## config.mk

```make
export PLATFORM = sky130hd
export DESIGN_NAME = if_prefetch
export DESIGN_NICKNAME = d
export VERILOG_FILES = /design/src/rtl/if_prefetch_pkg.sv /design/src/rtl/fetch_fifo.sv /design/src/rtl/if_prefetch.sv
export SDC_FILE = /design/constraint.sdc
export NUM_CORES = 1
export LEC_CHECK = 0
export BUFFER_PORTS_ARGS = -buffer_cell sky130_fd_sc_hd__buf_2
export CORE_MARGIN = 3
export CORE_UTILIZATION = 53
export CTS_BUF_LIST = sky130_fd_sc_hd__clkbuf_2
export CTS_CLUSTER_SIZE = 24
export DETAILED_ROUTE_END_ITERATION = 12
export PLACE_DENSITY = 0.8
export SYNTH_ARGS = -nofsm -noshare
export SYNTH_HDL_FRONTEND = slang
export SYNTH_SLANG_ARGS = --single-unit
```

## constraint.sdc

```tcl
create_clock -name clk -period 4 [get_ports clk]
set_input_delay 0.2 -clock clk [delete_from_list [all_inputs] [get_ports clk]]
set_output_delay 0.2 -clock clk [all_outputs]
set_load 0.1 [all_outputs]
```

## src/rtl/if_prefetch_pkg.sv

```systemverilog
// Shared types and defaults for the instruction prefetch stage.
// The reset PC default is the same constant the trap/vector logic uses.
package if_prefetch_pkg;

  typedef logic [31:0] word_t;

  localparam int unsigned MEM_SIZE_DEFAULT = 'h0000_1000;
  localparam logic [31:0] RESET_PC_DEFAULT = 32'h0000_0000;

endpackage

```

## src/rtl/fetch_fifo.sv

```systemverilog
// Depth-entry synchronous FIFO of {word, pc} pairs; flush beats push/pop.
// When empty the head shows the most recently written slot so it stays stable.
module fetch_fifo
  import if_prefetch_pkg::*;
#(
  parameter int unsigned Depth   = 2,
  parameter int unsigned PcWidth = 12,
  localparam int unsigned PtrW   = $clog2(Depth),
  localparam int unsigned CntW   = $clog2(Depth + 1)
) (
  input  logic               clk,
  input  logic               reset,
  input  logic               flush,
  input  logic               push,
  input  word_t              push_word,
  input  logic [PcWidth-1:0] push_pc,
  input  logic               pop,
  output word_t              head_word,
  output logic [PcWidth-1:0] head_pc,
  output logic [CntW-1:0]    count,
  output logic               full,
  output logic               empty
);

  word_t              mem_word [Depth];
  logic [PcWidth-1:0] mem_pc   [Depth];
  logic [PtrW-1:0]    rd_ptr;
  logic [PtrW-1:0]    wr_ptr;
  logic [PtrW-1:0]    head_ptr;
  logic               do_push;
  logic               do_pop;

  assign full    = (count == CntW'(Depth));
  assign empty   = (count == '0);
  assign do_pop  = pop & ~empty;
  assign do_push = push & (~full | do_pop);

  always_ff @(posedge clk) begin
    if (reset) begin
      rd_ptr <= '0;
      wr_ptr <= '0;
      count  <= '0;
      for (int i = 0; i < int'(Depth); i++) begin
        mem_word[i] <= '0;
        mem_pc[i]   <= '0;
      end
    end else if (flush) begin
      rd_ptr <= '0;
      wr_ptr <= '0;
      count  <= '0;
    end else begin
      if (do_push) begin
        mem_word[wr_ptr] <= push_word;
        mem_pc[wr_ptr]   <= push_pc;
        wr_ptr           <= wr_ptr + PtrW'(1);
      end
      if (do_pop) begin
        rd_ptr <= rd_ptr + PtrW'(1);
      end
      case ({do_push, do_pop})
        2'b10:   count <= count + CntW'(1);
        2'b01:   count <= count - CntW'(1);
        default: count <= count;
      endcase
    end
  end

  // Empty: point at the slot just behind the write pointer (last written).
  assign head_ptr  = empty ? (wr_ptr - PtrW'(1)) : rd_ptr;
  assign head_word = mem_word[head_ptr];
  assign head_pc   = mem_pc[head_ptr];

endmodule

```

## src/rtl/if_prefetch.sv

```systemverilog
// Instruction prefetch: owns fetch_pc, drives the ROM address, queues
// {word, pc} for decode, and flushes/re-steers on redirect.
module if_prefetch
  import if_prefetch_pkg::*;
#(
  parameter int unsigned  MemSize = MEM_SIZE_DEFAULT,
  parameter int unsigned  Depth   = 2,
  parameter logic [31:0]  ResetPc = RESET_PC_DEFAULT,
  localparam int unsigned MemAddrWidth = $clog2(MemSize),
  localparam int unsigned CntW         = $clog2(Depth + 1)
) (
  input  logic                    clk,
  input  logic                    reset,
  output logic [MemAddrWidth-1:0] rom_addr,
  input  word_t                   rom_data,
  input  logic                    redirect_valid,
  input  logic [31:0]             redirect_pc,
  output logic                    instr_valid,
  output word_t                   instr,
  output logic [31:0]             instr_pc,
  input  logic                    instr_ready
);

  logic [MemAddrWidth-1:0] fetch_pc;
  logic [MemAddrWidth-1:0] redirect_target;
  logic [MemAddrWidth-1:0] head_pc;
  logic [CntW-1:0]         count;
  logic                    full;
  logic                    empty;
  logic                    pop;
  logic                    push;
  logic                    unused_pc_bits;

  assign pop  = instr_valid & instr_ready;
  assign push = ~redirect_valid & (~full | pop);

  // Misaligned and out-of-range redirect targets are masked, not reported.
  assign redirect_target = {redirect_pc[MemAddrWidth-1:2], 2'b00};
  assign unused_pc_bits  = ^{redirect_pc[31:MemAddrWidth], redirect_pc[1:0]};

  always_ff @(posedge clk) begin
    if (reset) begin
      fetch_pc <= ResetPc[MemAddrWidth-1:0];
    end else if (redirect_valid) begin
      fetch_pc <= redirect_target;
    end else if (push) begin
      fetch_pc <= fetch_pc + MemAddrWidth'(4);
    end
  end

  assign rom_addr = fetch_pc;

  fetch_fifo #(
    .Depth   (Depth),
    .PcWidth (MemAddrWidth)
  ) u_fifo (
    .clk       (clk),
    .reset     (reset),
    .flush     (redirect_valid),
    .push      (push),
    .push_word (rom_data),
    .push_pc   (fetch_pc),
    .pop       (pop),
    .head_word (instr),
    .head_pc   (head_pc),
    .count     (count),
    .full      (full),
    .empty     (empty)
  );

  assign instr_valid = ~empty;
  assign instr_pc    = 32'(head_pc);

  a_pop_nonempty: assert property (@(posedge clk) disable iff (reset)
    pop |-> (count != '0));

endmodule

```

[Word level (Yosys, flattened, before mapping)]
Memories as Yosys holds them, arrays and structs flattened.
Index checks and enable logic that the tools add are counted.
Storage, ports and cells
  register bits: 16
  RAM bits: 88
  bits of input ports: 68
  output and inout port bits: 77
  word-level logic and storage cells: 47
  memories: 2
Cells by class
  add/sub/neg operators: 6
  eq/ne operators: 3
  muxes and demuxes: 16
  bitwise logic cells: 9
  reduce and logical (&&, ||, !) cells: 6
Memories
  u_fifo.mem_word: depth 2, width 32, rd ports 1, clocked after memory_dff 0, wr ports 2, line fetch_fifo.sv:25  | word_t mem_word [Depth];
  u_fifo.mem_pc: depth 2, width 12, rd ports 1, clocked after memory_dff 0, wr ports 2, line fetch_fifo.sv:26  | logic [PcWidth-1:0] mem_pc [Depth];
Operator list (count)
  $mux 12: 3
  $mux 32: 1
  $reduce_or 32->1: 1
  $add 12x3->12 const B: 1
  $reduce_or 12->1: 1
  $mux 1: 11
  $and 1x1->1: 4
  $eq 2x2->1 const B: 2
  $pmux 2 s2: 1
  $reduce_bool 2->1: 2
  $not 1->1: 3
  $add 1x1->1 const B: 2
  $add 2x1->2 const B: 1
  $eq 2x1->1 const B: 1
  $logic_not 2->1: 1
  $or 1x1->1: 2
  $reduce_or 2->1: 1
  $sub 2x1->2 const B: 1
  $sub 1x1->1 const B: 1

[Logic depth before layout (Yosys ltp)]
Gate-level depths: netlist (run 1).
  depth after elaboration: 12
  mapped depth: 7

[Hierarchy]
Synthesis (run 1) repeated with hierarchy kept, for this count alone.
Second synthesis, totals
  cell total of the unflattened synthesis: 366
  area, all modules: 4928.5 µm²
By module, submodules not included
  fetch_fifo: instances 1, cells an instance 265, area an instance 4090.2 µm², sequential area each 2722.6 µm²
  if_prefetch: instances 1, cells an instance 101, area an instance 838.3 µm², sequential area each 200.2 µm²

[Worst setup path before layout (run 1)]
No wires, ideal clock.
  path type: flip-flop to flip-flop
  from: reg u_fifo.count[0]
  to: mem u_fifo.mem_pc[0][10] (enable)
  arrival: 2.733 ns
  required time: 3.550 ns
  slack: 0.817 ns
  stages on the path, launching flop included: 5
  path buffers: 1
  period minus slack after synthesis: 3.183 ns
  path through: dfxtp_1 -> or3b_2 -> buf_2 -> nand2_1 -> o21bai_1
RTL lines
  from (decl): line fetch_fifo.sv:20  | output logic [CntW-1:0] count,
  from (signal assigned): line fetch_fifo.sv:61  | 2'b10: count <= count + CntW'(1);
  from (signal assigned): line fetch_fifo.sv:62  | 2'b01: count <= count - CntW'(1);
  from (signal assigned): line fetch_fifo.sv:63  | default: count <= count;
  to (decl): line fetch_fifo.sv:26

[Worst setup path after layout (run 1)]
  from: reg u_fifo.count[0]
  to: out instr[14]
On the way
  word-level cells in the longest chain between the ends: 3
Ends and longest elaborated chain
  $logic_not 2->1: line fetch_fifo.sv:34  | assign empty = (count == '0);
  $mux 1: line fetch_fifo.sv:69  | assign head_ptr = empty ? (wr_ptr - PtrW'(1)) : rd_ptr;
  $mem_v2 2x32
  to (decl): line if_prefetch.sv:19  | output word_t instr,
No other way between the ends.

==> flow_summary.yaml, run 1 <==
drt:
  avgRoutedWirePerCell_um: 15.7
  wirelength_mm: 9.38
  ant_nets: 0
  vias_per_cell: 5.06
  drt_iter0_drc: 97
  drc_errors: 0
  dr.pass1.iters: 4
  vias: 3018
sta:
  post-route-period-util_pct: 76.5
  rsz0062_at_grt: "no"
  drv_slew: 0
  slew_headroom_pct: 29.1
  skew_ns: 0.0238
  fin_tns_setup_ns: 0
  worstMarginPinSlew_ns: 1.06
  hold_viol_final: 0
  finalSetupViolCount: 0
  max_freq_mhz: 327
  timing.final.crit_period_ns: 3.06
worst_setup_path:
  cp_max_fo: 23
  start_kind: "flip-flop"
  crit_start: "u_fifo.count[0]"
  path_class: "reg2out"
  rrSetupSlack_ns: 1.81
  r2r-start: "u_fifo.count[0]"
  crit_arrival_ns: 2.86
  cp-endpoint: "instr[14]"
  r2r-end: "u_fifo.mem_word[1][17]"
  crit_required_ns: 3.80
  worstSetupEndpointType: "output port"
  rr_worst_depth: 4
grt:
  grt_pass1_vias: 3189
  antenna_found_initial: 0
  grt_max_degree: 43
  grt_use_total_pct: 19.5
  grt_busiest_layer: "met2"
  grt_util_met2_pct: 35.6
  gr-usage-met1_pct: 23.6
  use_met3_pct: 3.30
  grt_pass1_wl_mm: 15.1
  gr-total-overflow: 0
synthesis:
  yosys-top-cells-area: "edfxtp_1 54%, and2_1 11%, mux2_2 10%"
  synthTopCellsByCount: "84 x and2_1, 84 x edfxtp_1, 42 x mux2_2"
  synth_edf_count: 84
  synth-xor-area-share_pct: 2.26
  avgSynthCellArea_sq_um: 13.7
  synth_cells: 339
  synth_top_family_by_area: "simple AND/OR/NAND/NOR gates"
  async_flop_share_pct: 0
  synth-simple-area-share_pct: 17.1
  yosys_warnings: 0
  synth_ff_type: "edfxtp_1"
  synth_cell_types: 38
  ys_ff_latch: 98
  synth.area.mux_share_pct: 10.2
  yosys.area_share.adder_pct: 0.539
  synth_compound_area_share_pct: 2.48
  ys_seq_area_share_pct: 60.4
  syn-cell-area_sq_um: 4640
  synth_top_area_share_pct: 54.3
  synth_largest_area_cell: "edfxtp_1"
die:
  core_area_sq_um: 8340
  io_pins: 145
  die_x_um: 99.6
  die_h_um: 99.6
  num_rows: 33
  die-area_sq_um: 9920
  initial_utilization_pct: 55.7
final_layout:
  regArea_sq_um: 2800
  n_fill_cell: 623
  area_growth_pct: 23.3
  final_core_util_pct: 68.6
  antenna_cells: 0
  fin_nets: 557
  drive_gt1_share_pct: 35.0
  multi_input_area_sq_um: 1620
clock_tree:
  cts_buffer_depth: 2
  cts_repair_resize_count: 0
  cts_inserted_buffers: 9
  clkLatencyLatePin_ns: 0.51
  cts_tree: "built"
  cts_root_buffer: "clkbuf_2"
  cts_setup_buffers: 0
  clkSinkCount: 98
  clkTransAtPathRegs_ns: 0.23
  ctsHtreeMaxLevel: 3
min_path:
  hp-class: "in2reg"
  hold_start: "reset"
placed_design:
  place.gp.congestion: 0.833
  io_buffer_count: 98
  hpwl_mm: 5.79
power:
  p_leak_uw: 0.00240
  vdd_ir_drop_max_mv: 0.202
  p_per_area_nw_per_um2: 436
status:
  status: "completed"
job:
  maxCapViolCount: 0
## registers in the layout, indices dropped and copies added (netlist names)
register	count
u_fifo.rd_ptr	1
rom_addr	10
u_fifo.wr_ptr	1
u_fifo.mem_word	64
u_fifo.mem_pc	20
u_fifo.count	2
## cell families (layout without fill, tap and decap cells)
| kind of cell | Yosys count | count (layout) |
|---|---|---|
| xor gates and xnor gates | 12 | 12 |
| DFF | 98 | 98 |
| other | 1 | 24 |
| and+or+nand+nor | 124 | 124 |
| buffers and inverters | 43 | 173 |
| muxes | 42 | 42 |
| AOI/OAI and AO/OA | 17 | 17 |
| adders and majority gates | 2 | 2 |
## placed cells by master, fill, tap and decap left out, types with 2 or more instances in the layout
| cell type | count |
|---|---|
| a211oi_1 | 4 |
| nor2_1 | 10 |
| o21bai_1 | 2 |
| clkinv_1 | 2 |
| nand3_1 | 4 |
| a21oi_1 | 4 |
| buf_2 | 98 |
| o21ai_0 | 2 |
| ha_1 | 2 |
| and2_1 | 84 |
| nand2_1 | 11 |
| clkinvlp_4 | 2 |
| clkinv_2 | 2 |
| dfxtp_1 | 14 |
| or3_1 | 2 |
| clkbuf_2 | 10 |
| xor2_1 | 3 |
| nor3_2 | 2 |
| mux2_2 | 42 |
| xnor2_1 | 9 |
| dlygate4sd3_1 | 52 |
| buf_4 | 5 |
| a311oi_1 | 2 |
| conb_1 | 24 |
| edfxtp_1 | 84 |
## what timing repair did
action	4_1_cts	5_1_grt
hold buffers	52	0
hold endpoints to repair	74	0
endpoints found under the setup margin	0	0
## through the flow
| stage | cells | power [uW] | cell area, sq um | worst slack [ns] | hold slack (ns) |
|---|---|---|---|---|---|
| after floorplan | 362 | 1920 | 4730 | 0.817 | 0.336 |
| after global placement | 529 | 2010 | 5090 | 1.54 | 0.455 |
| after detailed placement | 529 | 2020 | 5090 | 1.54 | 0.456 |
| after CTS | 597 | 2510 | 5720 | 0.842 | 0.0660 |
| after global routing | 597 | 2580 | 5720 | 0.695 | 0.0808 |
| final | 597 | 2490 | 5720 | 0.941 | 0.121 |
## report_power, final
group          internal (uW)  switching, uW  leakage (uW)
Sequential              1180           30.3       0.00101
Clock                    142            315     0.0000654
Combinational            172            658       0.00132
## area by class of cell
| class | count | share of cell area (%) |
|---|---|---|
| Sequential cell | 98 | 49.0 |
| Multi-Input combinational cell | 221 | 28.4 |
| Timing Repair Buffer | 155 | 18.3 |
| Tap cell | 105 | 2.30 |
| Clock inverter | 6 | 1.03 |
| Clock buffer | 10 | 0.875 |
| Inverter | 2 | 0.131 |
## layer usage
metal  routed length [um]  share of wire (%)
met5                    0                  0
met3                  495                5.3
met2                 4940                 53
met4                   95                1.0
met1                 3850                 41
## worst min path at each step
| stage | to | slack (ns) | cells after the start |
|---|---|---|---|
| after global placement | rom_addr[2] | 0.45 | 3 |
| after CTS | rom_addr[9] | 0.07 | 3 |
| after floorplan | rom_addr[2] | 0.34 | 2 |
| after global routing | rom_addr[9] | 0.08 | 3 |
| after detailed placement | rom_addr[2] | 0.46 | 3 |
| final | rom_addr[9] | 0.12 | 3 |
## worst max-delay path: stages (launching register included)
cell and delay, ns:
dfxtp_1 0.42, nor2_1 0.33, nand2_1 0.18, o21ai_4 0.29, buf_4 0.43, mux2_2 0.39, buf_2 0.29
Note: power is estimated with default switching activity, not from simulation.
==> inputs of run 2 (changes only) <==
--- a/config.mk
+++ b/config.mk
@@ -5,13 +5,14 @@
 export SDC_FILE = /design/constraint.sdc
 export NUM_CORES = 1
 export LEC_CHECK = 0
+export ABC_AREA = 1
 export BUFFER_PORTS_ARGS = -buffer_cell sky130_fd_sc_hd__buf_2
 export CORE_MARGIN = 3
-export CORE_UTILIZATION = 53
+export CORE_UTILIZATION = 48
 export CTS_BUF_LIST = sky130_fd_sc_hd__clkbuf_2
 export CTS_CLUSTER_SIZE = 24
 export DETAILED_ROUTE_END_ITERATION = 12
-export PLACE_DENSITY = 0.8
+export PLACE_DENSITY = 0.76
 export SYNTH_ARGS = -nofsm -noshare
 export SYNTH_HDL_FRONTEND = slang
 export SYNTH_SLANG_ARGS = --single-unit
==> constraint.sdc (replaced) <==
create_clock -name clk -period 2.78 [get_ports clk]
set_input_delay 0.139 -clock clk [delete_from_list [all_inputs] [get_ports clk]]
set_output_delay 0.139 -clock clk [all_outputs]
set_load 0.1 [all_outputs]
==> run 2 against run 1 <==
  * Synthesized cell count is 50% higher
  * Sequential power is 42% higher
  * Largest power group unchanged
  * Sequential share of layout area is 1.9 points lower
  * Synthesized area is 2.3% higher
==> flow_summary.yaml, run 2 <==
status:
  status: "completed"
placed_design:
  dp_cells: 722
  hpwl_mm: 6.20
  dp_worst_setup_slack_ns: 0.540
  io_buffer_count: 98
  place.gp.congestion: 0.812
worst_setup_path:
  path_class: "reg2out"
  start_kind: "flip-flop"
  worstSetupEndpointType: "output port"
  r2r-end: "rom_addr[5]"
  rr_worst_depth: 5
  crit_required_ns: 2.64
  cp_max_fo: 28
  cpLargestDelayFamily: "buffers and inverters"
  path_buf_inv: 2
  critPathMostFrequentCell: "nand2_1"
  crit_arrival_ns: 2.44
  critPathMaxStageDelay_ns: 0.42
  rrSetupSlack_ns: 0.93
  crit_start: "u_fifo.count[1]"
  critPathSlowestCell: "dfxtp_1"
  cp.depth: 7
  cp-endpoint: "instr[16]"
  crit_chain: "nor2_4 > nand2_1 > o21ai_4 > buf_12 > nand2_1 > o21ai_0 > buf_4"
  r2r-start: "u_fifo.count[1]"
die:
  initial_utilization_pct: 50.4
  core_area_sq_um: 9420
  num_rows: 35
  die-area_sq_um: 11100
  io_pins: 145
  die_h_um: 105
  die_x_um: 105
synthesis:
  yosysMostFrequentCell: "inv_1"
  ys_ff_latch: 98
  synthTopCellsByCount: "99 x inv_1, 86 x nand2_1, 84 x edfxtp_1"
  synth_cell_types: 25
  synth_largest_area_cell: "edfxtp_1"
  yosys-top-cells-area: "edfxtp_1 53%, inv_1 7.8%, nand2_1 6.8%"
  synth_top_area_share_pct: 53.1
  ys_seq_area_share_pct: 59.0
  synth_cells: 508
  async_flop_share_pct: 0
  avgSynthCellArea_sq_um: 9.35
  synth_ff_type: "edfxtp_1"
  syn-cell-area_sq_um: 4750
  yosys_warnings: 0
  synth_edf_count: 84
grt:
  antenna_found_initial: 0
  gr-total-overflow: 0
  grt_pass1_wl_mm: 16.3
  grt_pass1_vias: 3538
  grt_use_total_pct: 18.3
  grt_max_degree: 57
clock_tree:
  ctsHtreeMaxLevel: 3
  clkLatencyLatePin_ns: 0.51
  cts_root_buffer: "clkbuf_2"
  cts_inserted_buffers: 9
  clkTransAtPathRegs_ns: 0.23
  cts_buffer_depth: 2
  clkSinkCount: 98
  cts_tree: "built"
  cts_setup_buffers: 0
drt:
  drc_errors: 0
  wirelength_mm: 10.5
  drt_iter0_drc: 154
  dr.pass1.iters: 4
  ant_nets: 0
  vias_per_cell: 4.69
  vias: 3716
  avgRoutedWirePerCell_um: 13.2
final_layout:
  final_core_util_pct: 63.3
  largest_register_ffs: 64
  final_cell_mix: "99 x inv_1, 84 x nand2_1, 84 x edfxtp_1, 70 x nor2_1, 70 x buf_2"
  drive_gt1_share_pct: 23.2
  layout_commonest_cell: "inv_1"
  largest_register: "u_fifo.mem_word"
  fin_nets: 728
  area_growth_pct: 25.4
  instances_no_fill: 792
  antenna_cells: 0
sta:
  drv_slew: 0
  hold_viol_final: 0
  hold_ws_ns: 0.0750
  finalSetupViolCount: 0
  worst_slack_ns: 0.197
  post-route-period-util_pct: 92.9
  slew_headroom_pct: 53.6
  timing.final.crit_period_ns: 2.58
  worstMarginPinSlew_ns: 0.696
  skew_ns: 0.0163
  max_freq_mhz: 387
  rsz0062_at_grt: "no"
min_path:
  hp-class: "in2reg"
  hold_start: "redirect_valid"
power:
  vdd_ir_drop_max_mv: 0.288
  p_per_area_nw_per_um2: 588
  p_leak_uw: 0.00275
job:
  maxCapViolCount: 0
## run 2: kinds of logic after synthesis
group,Yosys count,synth area share (%)
and+or+nand+nor,192,17.5
buffers and inverters,144,15.1
DFF,98,59.0
AOI/OAI and AO/OA,69,7.40
xor gates and xnor gates,2,0.369
adders and majority gates,2,0.527
other,1,0.0790
## run 2: repair_timing
item | in CTS | in global routing
endpoints found under the setup margin | 28 | 3
endpoints found under the hold margin | 78 | 0
resized for setup | 29 | 2
hold buffers | 52 | 0
pin swaps | 1 | 0
gates cloned | 1 | 1
## run 2: worst min-delay path, stage by stage
cell and delay [ns]:
buf_2 0.20, nor2_2 0.10, o21ai_0 0.08, a21oi_1 0.04
## run 2: worst min-delay path by stage
stage                 endpoint  cells after the start
2_1_floorplan      rom_addr[4]                      2
3_3_place_gp       rom_addr[2]                      3
3_5_place_dp       rom_addr[2]                      3
4_1_cts          u_fifo.rd_ptr                      4
5_1_grt          u_fifo.rd_ptr                      4
6_report       u_fifo.count[1]                      4
## run 2: area by class of cell
type	count	area, sq um
repair buffers	158	1180
multi-input cells	290	1340
fillers	750	3460
well taps	129	161
flip-flops and latches	98	2800
clock buffers	9	45.0
clock inverters	7	46.3
inverters	101	382
## run 2: power breakdown
| group | switching (uW) | leakage [uW] | total [uW] | internal (uW) |
|---|---|---|---|---|
| logic | 986 | 0.00170 | 1220 | 235 |
| clock network | 448 | 0.0000553 | 563 | 115 |
| registers | 34.1 | 0.00100 | 1720 | 1680 |
## run 2: metrics by stage
stage	power (uW)	area (sq um)	TNS, ns
3_3_place_gp	2840	5230	0
6_report	3500	5960	0
4_1_cts	3510	5930	0
5_1_grt	3630	5960	0
2_1_floorplan	2730	4840	-3.46
3_5_place_dp	2860	5230	0
## run 2: routing by layer
| layer | GRT usage (%) | part of all wire (%) | wire length, um |
|---|---|---|---|
| met1 | 22.3 | 42 | 4350 |
| met2 | 32.7 | 52 | 5400 |
| met3 | 3.31 | 5.6 | 584 |
| met4 | 5.81 | 1.3 | 140 |
| met5 | 0 | 0 | 0 |
==> inputs of run 3 (changes only) <==
--- a/config.mk
+++ b/config.mk
@@ -6,7 +6,7 @@
 export NUM_CORES = 1
 export LEC_CHECK = 0
 export ABC_AREA = 1
-export BUFFER_PORTS_ARGS = -buffer_cell sky130_fd_sc_hd__buf_2
+export BUFFER_PORTS_ARGS = -buffer_cell sky130_fd_sc_hd__buf_4
 export CORE_MARGIN = 3
 export CORE_UTILIZATION = 48
 export CTS_BUF_LIST = sky130_fd_sc_hd__clkbuf_2
==> run 3 against run 2 <==
  * Clock-buffer cell count rose by 1
  * Critical endpoint is now instr[20]
  * Design area rose by 4.2%
  * Clock skew rose by 0.0015 ns
  * Sequential cell count did not move
  * Critical path type unchanged
==> flow_summary.yaml, run 3 (same netlist as run 2, synthesis figures left out) <==
drt:
  dr.pass1.iters: 4
  drc_errors: 0
  ant_nets: 0
  vias: 3737
  avgRoutedWirePerCell_um: 13.4
  wirelength_mm: 10.7
  drt_iter0_drc: 245
  vias_per_cell: 4.70
sta:
  slew_headroom_pct: 59.0
  drv_slew: 0
  rsz0062_at_grt: "no"
  hold_viol_final: 0
  timing.final.crit_period_ns: 2.54
  skew_ns: 0.0178
  finalSetupViolCount: 0
  fin_tns_setup_ns: 0
  hold_ws_ns: 0.333
  max_freq_mhz: 393
  worstMarginPinSlew_ns: 0.616
  post-route-period-util_pct: 91.5
power:
  p_per_area_nw_per_um2: 605
  p_int_uw: 2260
  power_frac_seq_pct: 45.8
  switching_share_pct: 39.8
  power_switching_uw: 1500
  p_leak_uw: 0.00285
  vdd_ir_drop_max_mv: 0.277
  combinationalPowerShare_pct: 33.5
  clkPwrFrac_pct: 20.7
  finalPower_uw: 3760
worst_setup_path:
  crit_arrival_ns: 2.41
  critPathSlowestCell: "dfxtp_1"
  worstSetupEndpointType: "output port"
  start_kind: "flip-flop"
  critPathMostFrequentCell: "nand2_1"
  path_class: "reg2out"
  critPathMaxStageDelay_ns: 0.42
  crit_required_ns: 2.64
  crit_chain: "nor2_4 > nand2_1 > o21ai_4 > buf_12 > nand2_1 > o21ai_0 > buf_4"
  cp_max_fo: 31
final_layout:
  largest_register_ffs: 64
  antenna_cells: 0
  layout_commonest_cell: "buf_4"
  area_growth_pct: 30.7
  instances_no_fill: 795
  largest_register: "u_fifo.mem_word"
  drive_gt1_share_pct: 23.1
  final_core_util_pct: 65.9
  final_cell_mix: "103 x buf_4, 99 x inv_1, 84 x nand2_1, 84 x edfxtp_1, 70 x nor2_1"
  fin_nets: 731
  n_fill_cell: 724
clock_tree:
  cts_setup_buffers: 0
  cts_root_buffer: "clkbuf_2"
  cts_inserted_buffers: 9
  clkSinkCount: 98
  ctsHtreeMaxLevel: 3
  cts_buffer_depth: 2
  cts_tree: "built"
  clkLatencyLatePin_ns: 0.56
  clkTransAtPathRegs_ns: 0.25
job:
  maxCapViolCount: 0
grt:
  grt_use_total_pct: 18.5
  grt_pass1_vias: 3685
  grt_max_degree: 63
  gr-total-overflow: 0
  grt_pass1_wl_mm: 16.6
  antenna_found_initial: 0
die:
  io_pins: 145
  die_x_um: 105
  die-area_sq_um: 11100
  die_h_um: 105
  initial_utilization_pct: 50.4
  core_area_sq_um: 9420
  num_rows: 35
placed_design:
  place.gp.congestion: 0.814
  hpwl_mm: 6.15
  io_buffer_count: 98
  dp_cells: 721
min_path:
  hp-class: "in2reg"
status:
  status: "completed"
-- run 3: through the flow --
stage               worst slack [ns]  area [sq um]
detailed placement             0.776          5470
global route                  0.0736          6210
global placement               0.818          5470
floorplan                     -0.346          4840
CTS                           0.0826          6170
finish                         0.235          6210
-- run 3: area by class of cell --
cell class                      count  area, sq um  share of cell area (%)
Clock buffer                       10         50.0                   0.806
Clock inverter                      6         90.1                    1.45
Inverter                          101          382                    6.15
Multi-Input combinational cell    290         1340                    21.6
Sequential cell                    98         2800                    45.2
Tap cell                          129          161                    2.60
Timing Repair Buffer              161         1380                    22.2
-- run 3: worst paths after layout --
| check | slack [ns] | cells past startpoint | endpoint | start |
|---|---|---|---|---|
| hold reg to reg | 0.57 | 2 | u_fifo.count[1] | u_fifo.count[1] |
| setup / recovery | 0.24 | 7 | instr[20] | u_fifo.count[1] |
| setup reg to reg | 0.54 | 7 | rom_addr[2] | u_fifo.count[1] |
| hold / removal | 0.33 | 3 | rom_addr[9] | reset |
-- run 3: layer usage --
metal  vias up  GRT usage [%]  routed length [um]
li1       1845              -                   -
met1      1743           22.0                4510
met2       127           32.8                5350
met3        22           3.55                 583
met4         0           7.40                 219
met5         -              0                   0
-- run 3: what timing repair did --
item,4_1_cts,5_1_grt
resized for setup,0,1
hold endpoints to repair,78,0
endpoints found under the setup margin,0,19
hold buffers,56,0
-- run 3: critical path: cells and delay by family (launching register included) --
kind | cells | cell delay, ns
DFF | 1 | 0.42
buffers and inverters | 2 | 0.60
and+or+nand+nor | 3 | 0.48
AOI/OAI and AO/OA | 2 | 0.34
-- run 3: power groups by stage --
| stage | clock, uW | sequential (uW) | combinational (uW) |
|---|---|---|---|
| after floorplan | 0 | 1810 | 913 |
| after global placement | 0 | 1750 | 1160 |
| after detailed placement | 0 | 1750 | 1170 |
| after CTS | 797 | 1720 | 1240 |
| after global routing | 850 | 1730 | 1320 |
| final | 778 | 1720 | 1260 |
